==> config.mk <==
export PLATFORM = sky130hd
export DESIGN_NAME = pipe_hazard_ctrl
export DESIGN_NICKNAME = d
export VERILOG_FILES = /design/src/rtl/cpu_ctrl_pkg.sv /design/src/rtl/sat_counter.sv /design/src/rtl/pipe_hazard_ctrl.sv
export SDC_FILE = /design/constraint.sdc
export NUM_CORES = 1
export LEC_CHECK = 0
export ABC_AREA = 1
export CAP_MARGIN = 10
export CORE_MARGIN = 4
export CORE_UTILIZATION = 26
export CTS_CLUSTER_DIAMETER = 40
export DETAILED_ROUTE_END_ITERATION = 6
export HOLD_SLACK_MARGIN = 0.08
export PLACE_DENSITY_LB_ADDON = 0.08
export REMOVE_ABC_BUFFERS = 1
export SETUP_SLACK_MARGIN = 0.4
export SLEW_MARGIN = 30
export SYNTH_ARGS = -nofsm -noshare
export SYNTH_HDL_FRONTEND = slang
export SYNTH_SLANG_ARGS = --single-unit
==> constraint.sdc <==
create_clock -name clk_i -period 1.8 [get_ports clk_i]
set_input_delay 0.36 -clock clk_i [delete_from_list [all_inputs] [get_ports clk_i]]
set_output_delay 0.36 -clock clk_i [all_outputs]
set_load 0.005 [all_outputs]
==> src/rtl/cpu_ctrl_pkg.sv <==
`default_nettype none
// ============================================================================
// cpu_ctrl_pkg : shared encodings and helpers for the CPU pipeline control
// Revision     : 1.0 - initial release
// ============================================================================
package cpu_ctrl_pkg;

    localparam logic [1:0] RUN       = 2'd0;
    localparam logic [1:0] MEM_STALL = 2'd1;
    localparam logic [1:0] HALT      = 2'd2;

    // sll $0,$0,0 encodes as all zeros
    localparam logic [31:0] NOP_INSTR = 32'h0000_0000;

    // Load in EX writes a register that the instruction in ID reads; $0 never hazards
    function automatic logic load_use(
        input logic       memread,
        input logic [4:0] ex_rt,
        input logic [4:0] id_rs,
        input logic [4:0] id_rt,
        input logic       uses_rt
    );
        return memread && (ex_rt != 5'd0) &&
               ((ex_rt == id_rs) || (uses_rt && (ex_rt == id_rt)));
    endfunction

endpackage
`default_nettype wire

==> src/rtl/sat_counter.sv <==
`default_nettype none
// ============================================================================
// sat_counter : enable-driven up counter that sticks at all-ones
// Revision    : 1.0 - initial release
// ============================================================================
module sat_counter #(
    parameter int W = 32
) (
    input  logic         clk,
    input  logic         rst_n,
    input  logic         en,
    output logic [W-1:0] count
);

    always_ff @(posedge clk or negedge rst_n) begin
        if (!rst_n) begin
            count <= '0;
        end else if (en && (count != '1)) begin
            count <= count + W'(1);
        end
    end

endmodule
`default_nettype wire

==> src/rtl/pipe_hazard_ctrl.sv <==
`default_nettype none
// ============================================================================
// pipe_hazard_ctrl : 5-stage pipeline sequencer (load-use, flush, cache stall)
// Revision         : 1.0 - initial release
// ============================================================================
module pipe_hazard_ctrl
    import cpu_ctrl_pkg::*;
#(
    parameter int CNT_W   = 32,
    parameter int TIMEOUT = 1024,
    parameter int TO_W    = 11
) (
    input  logic             clk_i,
    input  logic             rst_i,
    input  logic [4:0]       ifid_rs_i,
    input  logic [4:0]       ifid_rt_i,
    input  logic             ifid_uses_rt_i,
    input  logic             idex_memread_i,
    input  logic [4:0]       idex_rt_i,
    input  logic             branch_taken_i,
    input  logic             dmem_busy_i,
    output logic             pc_write_o,
    output logic             ifid_stall_o,
    output logic             ifid_hazard_o,
    output logic             ifid_flush_o,
    output logic             idex_bubble_o,
    output logic             pipe_stall_o,
    output logic             err_o,
    output logic [CNT_W-1:0] stall_cnt_o,
    output logic [CNT_W-1:0] lu_cnt_o,
    output logic [CNT_W-1:0] flush_cnt_o
);

    localparam logic [TO_W-1:0] WD_LAST = TO_W'(TIMEOUT - 1);

    logic [1:0]      state;
    logic [1:0]      state_nxt;
    logic [TO_W-1:0] wd;
    logic [TO_W-1:0] wd_nxt;
    logic            lu;
    logic            stall_en;
    logic            lu_en;
    logic            flush_en;

    assign lu    = load_use(idex_memread_i, idex_rt_i, ifid_rs_i, ifid_rt_i, ifid_uses_rt_i);
    assign err_o = (state == HALT);

    always_comb begin
        pc_write_o    = 1'b0;
        ifid_stall_o  = 1'b0;
        ifid_hazard_o = 1'b0;
        ifid_flush_o  = 1'b0;
        idex_bubble_o = 1'b0;
        pipe_stall_o  = 1'b0;
        stall_en      = 1'b0;
        lu_en         = 1'b0;
        flush_en      = 1'b0;
        state_nxt     = state;
        wd_nxt        = wd;

        if (!rst_i) begin
            state_nxt = RUN;
        end else if (state == HALT) begin
            ifid_stall_o = 1'b1;
            pipe_stall_o = 1'b1;
        end else if (dmem_busy_i) begin
            ifid_stall_o = 1'b1;
            pipe_stall_o = 1'b1;
            stall_en     = 1'b1;
            if (state == RUN) begin
                wd_nxt    = TO_W'(1);
                state_nxt = (TIMEOUT <= 1) ? HALT : MEM_STALL;
            end else begin
                wd_nxt = wd + TO_W'(1);
                if (wd == WD_LAST) begin
                    state_nxt = HALT;
                end
            end
        end else begin
            // RUN and the MEM_STALL release cycle share the same decisions
            state_nxt = RUN;
            wd_nxt    = '0;
            if (lu) begin
                ifid_hazard_o = 1'b1;
                idex_bubble_o = 1'b1;
                lu_en         = 1'b1;
            end else if (branch_taken_i) begin
                ifid_flush_o = 1'b1;
                pc_write_o   = 1'b1;
                flush_en     = 1'b1;
            end else begin
                pc_write_o = 1'b1;
            end
        end
    end

    always_ff @(posedge clk_i or negedge rst_i) begin
        if (!rst_i) begin
            state <= RUN;
            wd    <= '0;
        end else begin
            state <= state_nxt;
            wd    <= wd_nxt;
        end
    end

    sat_counter #(.W(CNT_W)) u_stall_cnt (
        .clk   (clk_i),
        .rst_n (rst_i),
        .en    (stall_en),
        .count (stall_cnt_o)
    );

    sat_counter #(.W(CNT_W)) u_lu_cnt (
        .clk   (clk_i),
        .rst_n (rst_i),
        .en    (lu_en),
        .count (lu_cnt_o)
    );

    sat_counter #(.W(CNT_W)) u_flush_cnt (
        .clk   (clk_i),
        .rst_n (rst_i),
        .en    (flush_en),
        .count (flush_cnt_o)
    );

endmodule
`default_nettype wire

### Word-level counts from Yosys, hierarchy flattened

Cells that the tools add are included.

* word-level logic and storage cells: 55
* bits of input ports: 21
* register bits after elaboration: 109
* output and inout bits: 103

* reductions and logical operators: 11
* $add $sub $neg: 4
* bitwise operators: 1
* multiplexer cells: 25
* equality and inequality tests: 9

Operators with widths (number)
* $add A32 B1 Y32 const B: 3
* $ne A32 B32 Y1 const B: 3
* $mux W11: 2
* $mux W1: 18
* $add A11 B1 Y11 const B: 1
* $eq A11 B10 Y1 const B: 1
* $eq A5 B5 Y1: 2
* $mux W2: 5
* $logic_and A1 B1 Y1: 6
* $reduce_bool A5 Y1: 1
* $ne A4 B2 Y1 const B: 1
* $reduce_and A2 Y1: 2
* $eq A2 B2 Y1 const B: 1
* $logic_not A2 Y1: 1
* $ne A2 B2 Y1 const B: 1
* $logic_or A1 B1 Y1: 1
* $not A1 Y1: 1

### Logic depth before layout (Yosys ltp)

Gate-level depths: netlist of run 1.

* word-level depth: 9
* gate-level depth with buffers: 11
* gate-level depth less buffers: 11

### Cells and area by module

From an unflattened synthesis of run 1, not the netlist that was laid out.

* cell total of the unflattened synthesis: 1149
* area, all modules: 7539.7 sq um

By module, submodules not included
* sat_counter: times used 3, sequential area each 800.8 sq um, area an instance 2190.9 sq um, cells an instance 333
* pipe_hazard_ctrl: times used 1, sequential area each 325.3 sq um, area an instance 967.2 sq um, cells an instance 150

### Worst setup path before layout of run 1

OpenSTA, ideal clock, no wires.

* kind: register to register
* from: register u_flush_cnt.count[0]
* to: register u_flush_cnt.count[21]
* data required time: 1682 ps
* setup time: 118 ps
* buffers on the path: 1
* stages on the path, launching flop included: 10
* path slack: 54 ps
* arrival time: 1628 ps
* clock period less this slack: 1746 ps
* cell sequence: dfrtp_1 -> ha_1 -> nand3_2 -> nor2_4 -> nand3_1 -> nor2_1 -> nand4_2 -> buf_6 -> nand4_1 -> nand2_1

* word-level cells in the longest chain between the ends: 2
* elaborated cells between the ends (all ways): 3
* those cells by class: add/sub (1); eq/ne (1); reduce/logical (1)

Ends and longest elaborated chain
* start, declared: line sat_counter.sv:12 `output logic [W-1:0] count`
* start signal, assigned: line sat_counter.sv:19 `count <= count + W'(1);`
* parallel branches: the longest is 2 deep, another holds $add A32 B1 Y32

Parallel ways; which one is timed is not known.
A chain may end at the register's enable or synchronous reset.

### Final worst setup path of run 1

* from: register state[0]
* to: output port pc_write_o

* word-level cells in the longest chain between the ends: 3

Ends and longest elaborated chain
* start, declared: line pipe_hazard_ctrl.sv:36 `logic [1:0] state;`
* start signal, assigned: line pipe_hazard_ctrl.sv:102 `state <= state_nxt;`
* $eq A2 B2 Y1: line pipe_hazard_ctrl.sv:63 `end else if (state == HALT) begin`
* $mux W1: line pipe_hazard_ctrl.sv:63
* $mux W1: line pipe_hazard_ctrl.sv:61 `if (!rst_i) begin`
* end, declared: line pipe_hazard_ctrl.sv:22 `output logic pc_write_o,`

No other way between the ends.

==> summary.json, run 1 <==
{
  "clock_network": {
    "htree_levels": 3,
    "worst_skew_pair_later_pin_latency_ns": 0.36,
    "clock-root-buffer": "sky130_fd_sc_hd__clkbuf_16",
    "clock_tree.buffer_depth": 2,
    "cts_inserted_buffers": 9,
    "clkTransAtPathRegs_ns": 0.08,
    "tritoncts": "built",
    "clock_sink_count": 109
  },
  "finish": {
    "nFillCells": 2789,
    "flow.area_growth_from_synthesis_pct": 73.4,
    "finish.net_count": 1444,
    "multi_input_area_um2": 4990,
    "insertedDiodeCount": 0,
    "final_layout_size_suffix_gt1_frac": 0.414,
    "seq_area_um2": 2740,
    "finish.cell_count_without_fillers": 1795
  },
  "yosys": {
    "yosys-mux-area-fraction": 0,
    "synth-xor-area-share": 0.0847,
    "synth_top_family_by_area": "simple AND/OR/NAND/NOR gates",
    "simple_gate_fraction_of_synth_area": 0.430,
    "synthesis.yosys.warnings": 0,
    "mappedNetlistArea_um2": 7240,
    "yosys_register_bits": 109,
    "synthAdderAreaFrac": 0.00691,
    "postSynth.asyncResetShare": 1.00,
    "synth_edf_count": 0,
    "dominantRegCellSynth": "sky130_fd_sc_hd__dfrtp_1",
    "synth.lib_cells_used.distinct": 37,
    "synthesis.area_per_instance_um2": 6.88,
    "synth_compound_gate_area_share": 0.0285,
    "synth-seq-area-share": 0.377,
    "netlist_instances": 1052
  },
  "global_route": {
    "grt.overflow.total": 0,
    "grt_max_degree": 55,
    "first_global_vias": 7497,
    "grt_pass1_wl_mm": 39.9,
    "global_route.usage.total": 0.161,
    "grt_antenna_before_repair": 0
  },
  "sta": {
    "clock.fmax_mhz": 549,
    "worst_clock_skew_ns": 0.0125,
    "rsz0062_at_grt": "yes",
    "worst_slack_ns": -0.0231,
    "slew-limit-headroom": 0.502,
    "layout_min_cycle_time_ns": 1.82,
    "final_min_period_over_clock_period": 1.01,
    "hold_viol_final": 0,
    "timing_max_transition_violations_final": 0,
    "finalSetupViolations": 2,
    "worst-slew-pin-transition_ns": 0.747,
    "hold_slack_ns": 0.154
  },
  "placement": {
    "place.detailed.instances": 1675,
    "io_buffer_count": 123,
    "place_hpwl_mm": 19.0,
    "place_congestion": 0.860
  },
  "worst_setup_path": {
    "worstPathArrival_ns": 1.46,
    "setup.worst_path.class": "reg2out",
    "worst-endpoint-required_ns": 1.44,
    "critical_path_peak_fanout": 3,
    "endpoint_kind": "primary output",
    "critical_path.startpoint_type": "flip-flop"
  },
  "floorplan": {
    "design.die.area_um2": 30600,
    "core_area_um2": 27200,
    "top_level_ports": 124,
    "placement_rows": 60,
    "initial_cell_density_of_the_core": 0.266,
    "die_w_um": 175,
    "floorplan.die.height_um": 175
  },
  "job": {
    "maxCapViolations": 0
  },
  "power_and_ir_drop": {
    "worst_ir_drop_vdd_mv": 0.362,
    "p_leak_nw": 6.96,
    "design_power_total_w": 0.00693,
    "powerDensity_nw_per_um2": 552
  },
  "route": {
    "drcViolationCount": 0,
    "ant_nets": 0,
    "drt-vias-per-instance": 4.42,
    "number_of_iterations_in_the_first_detailed_routing_pass": 5,
    "via_count": 7929,
    "first_iter_violations": 448,
    "detail_route.wl_per_cell_um": 14.6,
    "postRouteWirelength_mm": 26.2
  },
  "outcome": {
    "status": "finished, violations left",
    "violated_checks": "negative setup slack"
  },
  "min_path": {
    "hold_path.class": "in2async"
  }
}
-- stage by stage --
stage | setup TNS, ns | area (um2) | setup WS (ns) | util
3_5_place_dp | -44.82 | 9940 | -0.732 | 0.366
5_1_grt | -0.574 | 12600 | -0.136 | 0.462
6_report | -0.0358 | 12600 | -0.0231 | 0.462
2_1_floorplan | -16.12 | 7030 | -0.271 | -
4_1_cts | -0.357 | 10600 | -0.138 | 0.390
3_3_place_gp | -42.16 | 9940 | -0.696 | 0.366
-- path summary, 6_finish.rpt --
kind / endpoint / slack, ns / depth (start not counted) / startpoint
max in group asynchronous: u_lu_cnt.count[2]$_DFFE_PN0P_ / 0.56 / 3 / rst_i
setup reg to reg: u_lu_cnt.count[19]$_DFFE_PN0P_ / 0.09 / 11 / u_lu_cnt.count[0]$_DFFE_PN0P_
hold / removal: u_flush_cnt.count[14]$_DFFE_PN0P_ / 0.15 / 3 / rst_i
setup / recovery: pc_write_o / -0.02 / 8 / state[0]$_DFFE_PN0P_
min in group clk_i: state[0]$_DFFE_PN0P_ / 0.51 / 3 / dmem_busy_i
hold reg to reg: wd[6]$_DFFE_PN0P_ / 0.51 / 2 / wd[6]$_DFFE_PN0P_
-- per-layer routing --
metal  share of wire  wire [um]  GRT usage
met2            0.48      12500      0.266
met1            0.48      12600      0.226
met4           0.012        304     0.0360
met3           0.030        778     0.0203
met5               0          0          0
-- cells in the final DEF (no fill, tap or decap), types with 7 or more instances in the layout --
cell,synthesis,final
sky130_fd_sc_hd__buf_2,6,11
sky130_fd_sc_hd__nand2_2,5,65
sky130_fd_sc_hd__nand3_4,0,7
sky130_fd_sc_hd__o21ai_1,9,13
sky130_fd_sc_hd__buf_12,1,8
sky130_fd_sc_hd__nor2_2,6,16
sky130_fd_sc_hd__nand2_4,1,28
sky130_fd_sc_hd__dfrtp_2,0,13
sky130_fd_sc_hd__nand3_1,25,15
sky130_fd_sc_hd__o21ai_2,3,15
sky130_fd_sc_hd__nor3_2,4,14
sky130_fd_sc_hd__nand4_1,45,45
sky130_fd_sc_hd__clkbuf_2,0,32
sky130_fd_sc_hd__nor2_1,140,103
sky130_fd_sc_hd__nor2_4,5,32
sky130_fd_sc_hd__nand2_1,432,344
sky130_fd_sc_hd__xnor2_1,19,15
sky130_fd_sc_hd__inv_2,3,15
sky130_fd_sc_hd__dfrtp_1,109,96
sky130_fd_sc_hd__nor3_1,31,14
sky130_fd_sc_hd__nand3b_1,18,18
sky130_fd_sc_hd__dlymetal6s2s_1,0,49
sky130_fd_sc_hd__xor2_1,51,49
sky130_fd_sc_hd__clkbuf_16,0,14
sky130_fd_sc_hd__buf_4,6,148
sky130_fd_sc_hd__buf_6,6,117
sky130_fd_sc_hd__inv_1,81,64
sky130_fd_sc_hd__nor3_4,0,7
-- synth_stat cells (2+ instances only) --
| cell | number | area [um2] |
|---|---|---|
| sky130_fd_sc_hd__a21oi_1 | 4 | 20.0 |
| sky130_fd_sc_hd__a21oi_2 | 2 | 17.5 |
| sky130_fd_sc_hd__buf_1 | 2 | 7.51 |
| sky130_fd_sc_hd__buf_2 | 6 | 30.0 |
| sky130_fd_sc_hd__buf_4 | 6 | 45.0 |
| sky130_fd_sc_hd__buf_6 | 6 | 67.6 |
| sky130_fd_sc_hd__buf_8 | 2 | 30.0 |
| sky130_fd_sc_hd__clkbuf_1 | 2 | 7.51 |
| sky130_fd_sc_hd__dfrtp_1 | 109 | 2730 |
| sky130_fd_sc_hd__ha_1 | 4 | 50.1 |
| sky130_fd_sc_hd__inv_1 | 81 | 304 |
| sky130_fd_sc_hd__inv_2 | 3 | 11.3 |
| sky130_fd_sc_hd__nand2_1 | 432 | 1620 |
| sky130_fd_sc_hd__nand2_2 | 5 | 31.3 |
| sky130_fd_sc_hd__nand3_1 | 25 | 125 |
| sky130_fd_sc_hd__nand3_2 | 2 | 20.0 |
| sky130_fd_sc_hd__nand3b_1 | 18 | 135 |
| sky130_fd_sc_hd__nand4_1 | 45 | 282 |
| sky130_fd_sc_hd__nand4_2 | 2 | 25.0 |
| sky130_fd_sc_hd__nor2_1 | 140 | 526 |
| sky130_fd_sc_hd__nor2_2 | 6 | 37.5 |
| sky130_fd_sc_hd__nor2_4 | 5 | 56.3 |
| sky130_fd_sc_hd__nor3_1 | 31 | 155 |
| sky130_fd_sc_hd__nor3_2 | 4 | 40.0 |
| sky130_fd_sc_hd__nor3b_1 | 3 | 22.5 |
| sky130_fd_sc_hd__o21ai_0 | 18 | 90.1 |
| sky130_fd_sc_hd__o21ai_1 | 9 | 45.0 |
| sky130_fd_sc_hd__o21ai_2 | 3 | 26.3 |
| sky130_fd_sc_hd__xnor2_1 | 19 | 166 |
| sky130_fd_sc_hd__xor2_1 | 51 | 447 |
-- cells by family (layout without fill, tap and decap cells) --
family / after synthesis / count (layout)
AND/OR/NAND/NOR: 722 / 722
adder cells (fa/ha/maj): 4 / 4
XOR/XNOR: 70 / 70
buffers and inverters: 110 / 481
AO/OA/AOI/OAI: 37 / 37
flip-flops: 109 / 109
-- critical path, stage by stage (launching register included) --
cell	delay [ns]
sky130_fd_sc_hd__dfrtp_1	0.38
sky130_fd_sc_hd__inv_2	0.06
sky130_fd_sc_hd__nand2_4	0.07
sky130_fd_sc_hd__nand2_4	0.05
sky130_fd_sc_hd__nor2_4	0.15
sky130_fd_sc_hd__inv_2	0.05
sky130_fd_sc_hd__a21oi_2	0.13
sky130_fd_sc_hd__buf_6	0.14
sky130_fd_sc_hd__buf_6	0.09
-- power breakdown --
| part | switching, W | internal [W] |
|---|---|---|
| combinational | 0.000881 | 0.00102 |
| clock | 0.000989 | 0.00126 |
| sequential | 0.000173 | 0.00261 |
| total | 0.00204 | 0.00489 |
-- area by class of cell --
type,count,area share
multi-input combinational,833,0.398
timing repair inverter,1,0.000897
timing repair buffer,380,0.292
clock buffer,10,0.0190
inverter,85,0.0278
tap,372,0.0371
sequential,109,0.219
clock inverter,5,0.00668
-- state kept, by name (all words and copies together) (netlist names) --
signal / flops
u_lu_cnt.count: 32
wd: 11
state: 2
u_stall_cnt.count: 32
u_flush_cnt.count: 32
-- timing repair --
action,in CTS,in global routing
endpoints found under the hold margin,5,0
hold buffers,1,0
pin swaps,43,95
setup endpoints to repair,208,242
cloned,0,6
gates resized for setup,235,484
setup buffers,6,92
Note: power is estimated with default switching activity, not from simulation.
==> inputs of run 2 (changes only) <==
--- a/config.mk
+++ b/config.mk
@@ -8,7 +8,7 @@
 export ABC_AREA = 1
 export CAP_MARGIN = 10
 export CORE_MARGIN = 4
-export CORE_UTILIZATION = 26
+export CORE_UTILIZATION = 49
 export CTS_CLUSTER_DIAMETER = 40
 export DETAILED_ROUTE_END_ITERATION = 6
 export HOLD_SLACK_MARGIN = 0.08
==> run 2 against run 1 <==
The run ends with design-rule violations, negative setup slack left. Clock skew increased by 0.0017 ns. Clock power is 12% higher. Count of clock-buffer cells in the layout unchanged. Flip-flop and latch count is the same. Fmax fell by 20%. Routed wire length grew 60%. Worst hold slack improved by 0.11 ns. Sequential share of layout area fell by 1.4 points. Final cell count decreased by 6.7%. Critical endpoint is now u_lu_cnt.count[30]$_DFFE_PN0P_. Largest cell class unchanged.
==> summary.json, run 2 (same netlist as run 1, synthesis figures left out) <==
{
  "clock_network": {
    "clock_tree.buffer_depth": 2,
    "worst_skew_pair_later_pin_latency_ns": 0.39,
    "htree_levels": 3,
    "cts_inserted_buffers": 9,
    "clkTransAtPathRegs_ns": 0.09,
    "clock_sink_count": 109,
    "clock-root-buffer": "sky130_fd_sc_hd__clkbuf_16",
    "tritoncts": "built"
  },
  "worst_setup_path": {
    "critical_path.startpoint_type": "flip-flop",
    "worstPathArrival_ns": 2.54,
    "reg2reg_setup_slack_ns": -0.49,
    "cp.buffers_inverters": 4,
    "regToRegStartpoint": "u_lu_cnt.count[7]$_DFFE_PN0P_",
    "setup.worst_path.class": "reg2reg",
    "cell_chain_of_the_critical_path": "buf_4, nand2_1, nor2_4, nand2_4, nor2_4, nand2_4, nand3_4, buf_12, inv_12, buf_12, nand2_4, nand2_2",
    "worst_path_largest_cell_delay_ns": 0.39,
    "critical_path_peak_fanout": 8,
    "worst_path_dominant_cell_family": "simple AND/OR/NAND/NOR gates",
    "crit_top_cell": "sky130_fd_sc_hd__nand2_4",
    "crit_path_top_delay_cell": "sky130_fd_sc_hd__dfrtp_1",
    "reg2reg_to": "u_lu_cnt.count[30]$_DFFE_PN0P_",
    "worst-r2r-cell-count": 12,
    "endpoint_kind": "flip-flop",
    "crit_path_start": "u_lu_cnt.count[7]$_DFFE_PN0P_",
    "path_depth": 12,
    "timing.critical_path.to": "u_lu_cnt.count[30]$_DFFE_PN0P_",
    "worst-endpoint-required_ns": 2.05
  },
  "outcome": {
    "status": "finished, violations left",
    "violated_checks": "design-rule violations, negative setup slack"
  },
  "floorplan": {
    "core_area_um2": 14500,
    "design.die.area_um2": 16800,
    "initial_cell_density_of_the_core": 0.500,
    "top_level_ports": 124,
    "floorplan.die.height_um": 130,
    "die_w_um": 130,
    "placement_rows": 44
  },
  "global_route": {
    "grt_pass1_wl_mm": 43.2,
    "grt.overflow.total": 0,
    "first_global_vias": 8762,
    "grt_max_degree": 66,
    "global_route.usage.total": 0.324,
    "grt_antenna_before_repair": 3
  },
  "route": {
    "drcViolationCount": 42,
    "first_iter_violations": 1617,
    "via_count": 10800,
    "number_of_iterations_in_the_first_detailed_routing_pass": 7,
    "ant_nets": 0,
    "detail_route.wl_per_cell_um": 25.0,
    "postRouteWirelength_mm": 41.9,
    "drt-vias-per-instance": 6.44
  },
  "power_and_ir_drop": {
    "powerDensity_nw_per_um2": 552,
    "p_leak_nw": 6.97,
    "worst_ir_drop_vdd_mv": 0.669
  },
  "placement": {
    "detailedPlace.worstSlack_ns": -0.711,
    "io_buffer_count": 123,
    "place_congestion": 0.928,
    "place_hpwl_mm": 15.7
  },
  "sta": {
    "slew-limit-headroom": 0.392,
    "rsz0062_at_grt": "yes",
    "finalSetupViolations": 93,
    "final_min_period_over_clock_period": 1.27,
    "clock.fmax_mhz": 437,
    "timing_max_transition_violations_final": 0,
    "worst_clock_skew_ns": 0.0142,
    "worst-slew-pin-transition_ns": 0.913,
    "worst_slack_ns": -0.491,
    "hold_slack_ns": 0.267,
    "layout_min_cycle_time_ns": 2.29,
    "hold_viol_final": 0
  },
  "finish": {
    "flow.area_growth_from_synthesis_pct": 85.5,
    "layout_common_cells": "sky130_fd_sc_hd__nand2_1, sky130_fd_sc_hd__buf_6, sky130_fd_sc_hd__buf_4",
    "layout.cells.most_common": "sky130_fd_sc_hd__nand2_1",
    "finish.net_count": 1510,
    "insertedDiodeCount": 0,
    "final_layout_size_suffix_gt1_frac": 0.501,
    "reg.largest.list": "u_flush_cnt.count x32, u_lu_cnt.count x32, u_stall_cnt.count x32"
  },
  "job": {
    "maxCapViolations": 0
  },
  "min_path": {
    "hold_path.class": "in2async"
  }
}
-- run 2: changes by cell type in the layout (fill, tap and decap cells not counted), sizes merged --
cell,delta
buf,+118
bufinv,+1
clkbuf,-27
clkdlybuf4s15,+5
clkdlybuf4s50,+1
clkinv,+1
clkinvlp,+1
dlygate4sd2,+4
dlymetal6s2s,-35
inv,-2
-- run 2: worst min path at each step --
stage / start / to / slack [ns]
after floorplan: rst_i / state[0]$_DFFE_PN0P_ / 0.06
after global placement: rst_i / state[1]$_DFFE_PN0P_ / 0.39
after detailed placement: rst_i / state[1]$_DFFE_PN0P_ / 0.39
after CTS: rst_i / u_stall_cnt.count[18]$_DFFE_PN0P_ / 0.28
after global routing: rst_i / u_stall_cnt.count[17]$_DFFE_PN0P_ / 0.34
final: rst_i / u_stall_cnt.count[19]$_DFFE_PN0P_ / 0.27
-- run 2: what timing repair did --
| action | CTS | global route |
|---|---|---|
| resized for setup | 688 | 333 |
| hold buffers | 1 | 0 |
| endpoints found under the hold margin | 1 | 0 |
| pin swaps | 74 | 124 |
| endpoints found under the setup margin | 252 | 218 |
| cloned | 13 | 0 |
| setup buffers | 130 | 60 |
-- run 2: final cells by class --
type	instances	area, um2
multi-input combinational	833	5300
inverter	85	353
sequential	109	2750
clock buffer	10	239
fill	447	1050
timing repair inverter	1	11.3
tap	184	230
clock inverter	6	110
timing repair buffer	446	4440
-- run 2: metrics by stage --
stage / total power (W) / utilization / instance area [um2] / setup TNS [ns] / std cells
floorplan: 0.00324 / - / 7030 / -16.12 / 1027
global placement: 0.00400 / 0.652 / 9440 / -37.95 / 1454
detailed placement: 0.00402 / 0.652 / 9440 / -42.92 / 1454
CTS: 0.00677 / 0.819 / 11900 / -0.0581 / 1614
global route: 0.00756 / 0.927 / 13400 / -23.34 / 1674
finish: 0.00742 / 0.927 / 13400 / -17.57 / 1674
-- run 2: power breakdown --
part	internal [W]	total [W]	switching [W]	leakage (nW)
Combinational	0.00101	0.00208	0.00107	5.34
Clock	0.00140	0.00252	0.00112	0.165
Sequential	0.00261	0.00282	0.000211	1.46
Total	0.00502	0.00742	0.00240	6.97
-- run 2: routing by layer --
layer  GRT usage  part of all wire  up-vias  wire length (um)
met2       0.558              0.45     1178             18900
li1            -                 -     4179                 -
met1       0.405              0.31     4919             13000
met3      0.0561              0.13      496              5350
met4       0.127              0.11        6              4580
met5           0           0.00098        -                41
==> inputs of run 3 (changes only) <==
--- a/config.mk
+++ b/config.mk
@@ -10,12 +10,13 @@
 export CORE_MARGIN = 4
 export CORE_UTILIZATION = 49
 export CTS_CLUSTER_DIAMETER = 40
+export CTS_CLUSTER_SIZE = 40
 export DETAILED_ROUTE_END_ITERATION = 6
 export HOLD_SLACK_MARGIN = 0.08
 export PLACE_DENSITY_LB_ADDON = 0.08
 export REMOVE_ABC_BUFFERS = 1
 export SETUP_SLACK_MARGIN = 0.4
-export SLEW_MARGIN = 30
+export SLEW_MARGIN = 15
 export SYNTH_ARGS = -nofsm -noshare
 export SYNTH_HDL_FRONTEND = slang
 export SYNTH_SLANG_ARGS = --single-unit
==> results of run 3 <==
Final layout, timing and power as in run 2 (identical DEF).
